### config.mk
export PLATFORM = sky130hd
export DESIGN_NAME = mmio_uart_tx
export DESIGN_NICKNAME = d
export VERILOG_FILES = /design/src/rtl/mmio_uart_pkg.sv /design/src/rtl/sync_fifo.sv /design/src/rtl/mmio_uart_tx.sv
export SDC_FILE = /design/constraint.sdc
export NUM_CORES = 1
export LEC_CHECK = 0
export CORE_ASPECT_RATIO = 0.6
export CORE_MARGIN = 10
export CORE_UTILIZATION = 59
export DETAILED_ROUTE_END_ITERATION = 10
export PLACE_DENSITY = 0.9
export SLEW_MARGIN = 20
export SYNTH_ARGS = -nofsm -noshare
export SYNTH_HDL_FRONTEND = slang
export SYNTH_SLANG_ARGS = --single-unit
### constraint.sdc
create_clock -name clk -period 12.06 [get_ports clk]
set_input_delay 1.206 -clock clk [delete_from_list [all_inputs] [get_ports clk]]
set_output_delay 1.206 -clock clk [all_outputs]
set_load 0.005 [all_outputs]
### src/rtl/mmio_uart_pkg.sv
// Shared definitions for the MMIO UART blocks: register offsets, STATUS bit positions and
// serialiser state encodings.
package mmio_uart_pkg;

  localparam logic [1:0] OffTxData = 2'd0;
  localparam logic [1:0] OffStatus = 2'd1;
  localparam logic [1:0] OffBaud   = 2'd2;
  localparam logic [1:0] OffRsvd   = 2'd3;

  localparam int unsigned StatActive = 0;
  localparam int unsigned StatFull   = 1;
  localparam int unsigned StatEmpty  = 2;
  localparam int unsigned StatOvf    = 3;
  localparam int unsigned StatParity = 4;

  typedef enum logic [2:0] {
    StIdle,
    StStart,
    StData,
    StParity,
    StStop
  } uart_state_e;

endpackage

### src/rtl/sync_fifo.sv
// Synchronous FIFO with combinational head read; a pop frees a slot for a push on the same
// edge, so push+pop on a full FIFO is accepted and the level is unchanged.
module sync_fifo #(
  parameter int unsigned WIDTH = 8,
  parameter int unsigned DEPTH = 8
) (
  input  logic                     clk,
  input  logic                     resetn,
  input  logic                     push,
  input  logic [WIDTH-1:0]         wdata,
  input  logic                     pop,
  output logic [WIDTH-1:0]         rdata,
  output logic                     full,
  output logic                     empty,
  output logic [$clog2(DEPTH):0]   level
);

  localparam int unsigned AW = $clog2(DEPTH);
  localparam logic [AW:0] FullLevel = DEPTH[AW:0];

  logic [WIDTH-1:0] mem_q [DEPTH];
  logic [AW-1:0]    wr_ptr_q, rd_ptr_q;
  logic [AW:0]      level_q;
  logic             do_push, do_pop;

  assign full    = (level_q == FullLevel);
  assign empty   = (level_q == '0);
  assign level   = level_q;
  assign rdata   = mem_q[rd_ptr_q];
  assign do_pop  = pop && !empty;
  assign do_push = push && (!full || do_pop);

  always_ff @(posedge clk or negedge resetn) begin
    if (!resetn) begin
      wr_ptr_q <= '0;
      rd_ptr_q <= '0;
      level_q  <= '0;
    end else begin
      if (do_push) wr_ptr_q <= wr_ptr_q + 1'b1;
      if (do_pop)  rd_ptr_q <= rd_ptr_q + 1'b1;
      if (do_push && !do_pop) begin
        level_q <= level_q + 1'b1;
      end else if (do_pop && !do_push) begin
        level_q <= level_q - 1'b1;
      end
    end
  end

  always_ff @(posedge clk) begin
    if (do_push) mem_q[wr_ptr_q] <= wdata;
  end

endmodule

### src/rtl/mmio_uart_tx.sv
// Memory-mapped 8N1 UART transmitter with TX FIFO, sticky overflow and runtime baud divider.
// Define MMIO_UART_TX_PARITY_EN to insert an even-parity bit between data and stop.
module mmio_uart_tx
  import mmio_uart_pkg::*;
#(
  parameter logic [31:0] BASE_ADDR    = 32'h0000_2000,
  parameter int unsigned CLKS_PER_BIT = 16,
  parameter int unsigned FIFO_DEPTH   = 8
) (
  input  logic        clk,
  input  logic        resetn,
  input  logic        we,
  input  logic [31:0] address,
  input  logic [31:0] wdata,
  output logic        sel,
  output logic [31:0] rdata,
  output logic        tx,
  output logic        busy
);

`ifdef MMIO_UART_TX_PARITY_EN
  localparam logic ParityEn = 1'b1;
`else
  localparam logic ParityEn = 1'b0;
`endif
  localparam int unsigned LW = $clog2(FIFO_DEPTH) + 1;

  logic [1:0]  offset;
  logic        wr_en, push, pop, full, empty, last;
  logic [LW-1:0] level;
  logic [7:0]  head, shreg_q, shreg_d;
  logic [15:0] baud_q, div_q, div_d, cnt_q, cnt_d;
  logic [2:0]  bit_q, bit_d;
  logic        ovf_q, par_q, par_d, tx_q, tx_d;
  logic [31:0] status;
  uart_state_e state_q, state_d;
  logic        unused_bits;

  assign sel         = (address[31:4] == BASE_ADDR[31:4]);
  assign offset      = address[3:2];
  assign wr_en       = we && sel;
  assign push        = wr_en && (offset == OffTxData);
  assign unused_bits = ^{wdata[31:16], address[1:0]};

  sync_fifo #(
    .WIDTH (8),
    .DEPTH (FIFO_DEPTH)
  ) u_fifo (
    .clk    (clk),
    .resetn (resetn),
    .push   (push),
    .wdata  (wdata[7:0]),
    .pop    (pop),
    .rdata  (head),
    .full   (full),
    .empty  (empty),
    .level  (level)
  );

  always_ff @(posedge clk or negedge resetn) begin
    if (!resetn) begin
      baud_q <= 16'(CLKS_PER_BIT);
      ovf_q  <= 1'b0;
    end else begin
      if (wr_en && offset == OffBaud) baud_q <= wdata[15:0];
      if (push && full && !pop) begin
        ovf_q <= 1'b1;
      end else if (wr_en && offset == OffStatus && wdata[StatOvf]) begin
        ovf_q <= 1'b0;
      end
    end
  end

  always_comb begin
    status             = '0;
    status[StatActive] = (state_q != StIdle);
    status[StatFull]   = full;
    status[StatEmpty]  = empty;
    status[StatOvf]    = ovf_q;
    status[StatParity] = ParityEn;
    status[15:8]       = 8'(level);
  end

  always_comb begin
    rdata = '0;
    if (sel) begin
      unique case (offset)
        OffTxData: rdata = '0;
        OffStatus: rdata = status;
        OffBaud:   rdata = {16'h0, baud_q};
        OffRsvd:   rdata = '0;
        default:   rdata = '0;
      endcase
    end
  end

  assign last = (cnt_q == div_q - 16'd1);
  // Pop in IDLE, or at the end of STOP so consecutive frames run without an idle gap.
  assign pop  = !empty && (state_q == StIdle || (state_q == StStop && last));
  assign busy = (state_q != StIdle) || !empty;
  assign tx   = tx_q;

  always_ff @(posedge clk or negedge resetn) begin
    if (!resetn) begin
      state_q <= StIdle;
      cnt_q   <= '0;
      bit_q   <= '0;
      shreg_q <= '0;
      par_q   <= 1'b0;
      div_q   <= 16'd1;
      tx_q    <= 1'b1;
    end else begin
      state_q <= state_d;
      cnt_q   <= cnt_d;
      bit_q   <= bit_d;
      shreg_q <= shreg_d;
      par_q   <= par_d;
      div_q   <= div_d;
      tx_q    <= tx_d;
    end
  end

  always_comb begin
    state_d = state_q;
    unique case (state_q)
      StIdle:   if (!empty) state_d = StStart;
      StStart:  if (last) state_d = StData;
      StData:   if (last && bit_q == 3'd7) state_d = ParityEn ? StParity : StStop;
      StParity: if (last) state_d = StStop;
      StStop:   if (last) state_d = empty ? StIdle : StStart;
      default:  state_d = StIdle;
    endcase
  end

  // tx is decoded from the next state so the line changes on the same edge as the state.
  always_comb begin
    cnt_d   = (state_q == StIdle || last) ? 16'd0 : cnt_q + 16'd1;
    bit_d   = bit_q;
    shreg_d = shreg_q;
    par_d   = par_q;
    div_d   = div_q;
    if (pop) begin
      shreg_d = head;
      par_d   = ^head;
      div_d   = (baud_q == 16'd0) ? 16'd1 : baud_q;
    end else if (state_q == StData && last) begin
      shreg_d = {1'b1, shreg_q[7:1]};
      bit_d   = bit_q + 3'd1;
    end
    unique case (state_d)
      StStart:  tx_d = 1'b0;
      StData:   tx_d = shreg_d[0];
      StParity: tx_d = par_d;
      default:  tx_d = 1'b1;
    endcase
  end

endmodule

==> impl_results.md <==
- Worst Skew: 0.0109 ns
- Total GRT Usage: 0.210
- Post-synth top flop: dfrtp_1
- Setup bufs post-CTS: 0
- Met1 Wirelength: 6930 µm
- Total vias in the final route: 5004
- Sequential share of power: 0.486
- Top routing layer in use: met4
- Peak supply drop: 0.000132 V
- # H-tree levels: 4
- DP HPWL: 12100 µm
- Nets: 696
- Top-count cell post-synth: dfrtp_1
- Die area: 0.0165 mm²
- DR DRC count: 0
- Reg area: 0.00380 mm²
- Initial antenna violation count: 0
- Worst-Skew Late Latency: 0.43 ns
- List of most frequent post-synthesis cells: dfrtp_1 (72), edfxtp_1 (64), nor2_1 (42)
- Critical path type: in2out
- Tmin final: 5.06 ns
- Syn-to-layout area delta: 18.8%
- Post-synth EDFFs: 64
- Synthesis Warnings: 0
- Crit. End Element: output port
- Layout cells sized above 1: 0.163
- RePlAce Congestion: 0.885
- Setup TNS: 0 ns
- Grt ovf: 0
- Critical-path cell list: clkdlybuf4s50_1, nor4b_1, nand4_1, nand4b_1, nor2_1, and2_1, clkdlybuf4s50_1
- Top cells by area, synth: edfxtp_1 (28%), dfrtp_1 (26%), mux2_2 (5.4%)
- Worst R2R Setup Slack: 7.39 ns
- Clock buffer depth: 2
- Hold WC Path Type: reg2reg
- CP dominant cell by count: clkdlybuf4s50_1
- Worst Path Max Fanout: 10
- Synth Instances: 547
- FP Rows: 30
- Initial drt markers: 474
- Rel. slew slack: 0.369
- Vias per Instance: 6.32
- Global-route wire length before repair: 27700 µm
- Final ANT Viol Nets: 0
- Post-route cell area: 0.00818 mm²
- Mean Syn Cell Area: 12.6 µm²
- Cts bufs inserted: 17
- Tcrit/Tclk final: 0.419
- Vias in the first global route: 5229
- Clock transition at the registers of the reported paths: 0.06 ns
- Logic pwr share: 0.061
- Number of diodes: 0
- Io pins: 102
- CTS tree: built
- Largest net degree at the start of global routing: 76
- Footprint of the multi-input gates: 0.00285 mm²
- Post-Route WL: 17400 µm
- Post-synth top area cell: edfxtp_1
- Int Pwr: 807 µW
- Clk sinks: 139
- Max Clk Rate: 0.198 GHz
- FF+latch count, synth: 139
- Max-slew violations: 0
- Yosys top cell area share: 0.279
- Synthesized area: 0.00688 mm²
- Worst endpoint required time: 10.85 ns
- Cts repair resizes: 0
- NetSw: 244 µW
- CTS root buf: clkbuf_16
- Slowest cell on the critical path: nor2_1
- Die height: 104 µm
- Slew @ Worst Pin: 0.946 ns
- PwrDens: 129 mW/mm²
- Switching Fraction: 0.232
- # fillers: 721
- Starting Density: 0.607
- Die width: 159 µm
- DP Area: 0.00764 mm²
- Buffers added on ports: 67
- CORE AREA: 0.0113 mm²
- CP startpoint kind: input pin
- Max-capacitance violation count: 0
- Post-synth ARST share: 0.540
- LEAKAGE: 3.12 nW
- Count of different cell masters after synthesis: 74
- DRT Pass-1 Iters: 5
- Final Setup Violations: 0
- Clk pwr share: 0.453
- Routed wl met3: 2060 µm
- WP data arrival: 3.85 ns
- Wire per inst: 22.0 µm
- Hold-fix buffer count after cts: 0
- Status: finished, final reports clean
- RSZ-0062 raised after global routing: false
- Sequential area share after synthesis: 0.552
- Routed wl met2: 8000 µm
- Worst path max stage delay: 0.59 ns
- Final hold vios: 0
cells in the final DEF, fill, tap and decap left out, drive strengths merged, types with 11 or more instances in the layout:
master / instances
dfrtp: 72
nor2: 43
nor3: 16
mux2i: 17
xor2: 18
a22oi: 11
xnor2: 22
nand3: 12
clkdlybuf4s50: 66
nand2: 23
inv: 19
clkbuf: 19
conb: 16
edfxtp: 64
mux2: 33
nor4: 19
layer usage:
metal  vias up  track usage
li1       2162            -
met5         -            0
met2       343        0.324
met3        56       0.0783
met1      2443        0.258
met4         0       0.0975
area by class of cell:
cell class	instances	share of cell area
flip-flops and latches	139	0.465
clock buffers	19	0.0541
clock inverters	13	0.0116
inverters	15	0.00688
repair buffers	76	0.0899
multi-input cells	370	0.348
well taps	160	0.0245
through the flow:
stage / total power, mW / cells / hold WS, ns / util / setup slack [ns]
5_1_grt: 1.08 / 792 / 0.501 / 0.722 / 6.79
2_1_floorplan: 0.553 / 562 / 0.452 / - / 8.04
3_3_place_gp: 0.580 / 760 / 0.466 / 0.673 / 7.13
3_5_place_dp: 0.583 / 760 / 0.475 / 0.674 / 7.04
4_1_cts: 1.05 / 792 / 0.483 / 0.722 / 7.00
6_report: 1.05 / 792 / 0.479 / 0.722 / 7.00
power by group through the flow:
| stage | sequential, mW | clock (mW) | combinational, mW |
|---|---|---|---|
| finish | 0.511 | 0.477 | 0.0642 |
| global route | 0.511 | 0.499 | 0.0707 |
| floorplan | 0.518 | 0 | 0.0355 |
| CTS | 0.510 | 0.480 | 0.0643 |
| global placement | 0.519 | 0 | 0.0610 |
| detailed placement | 0.520 | 0 | 0.0639 |
worst paths after layout:
| kind | start | end | cells after the start |
|---|---|---|---|
| worst max-delay path | address[10] | rdata[15] | 7 |
| worst max register to register | div_q[1] | u_fifo.level[3] | 18 |
| worst min-delay path | bit_q[0] | bit_q[0] | 1 |
| min in group asynchronous | resetn | shreg_q[4] | 1 |
| worst min register to register | bit_q[0] | bit_q[0] | 1 |
| max in group asynchronous | resetn | div_q[12] | 1 |
cells by family after synthesis:
kind of cell | share of synthesized area
AOI/OAI and AO/OA | 0.0896
other | 0.000545
muxes | 0.105
and+or+nand+nor | 0.136
buffers and inverters | 0.0436
DFF | 0.552
adders and majority gates | 0.0193
xor gates and xnor gates | 0.0542
state kept, by name (all words and copies together) (netlist names):
register / cells
u_fifo.mem_q: 64
baud_q: 16
cnt_q: 16
div_q: 16
shreg_q: 8
u_fifo.level: 4
bit_q: 3
state_q: 3
u_fifo.rd_ptr_q: 3
u_fifo.wr_ptr_q: 3
ovf_q: 1
par_q: 1
tx: 1
worst max-delay path, delay by kind of cell:
kind          cells  cell delay, ns
simple gates      5            1.72
buf+inv           2            0.92
Note: power is estimated with default switching activity, not from simulation.
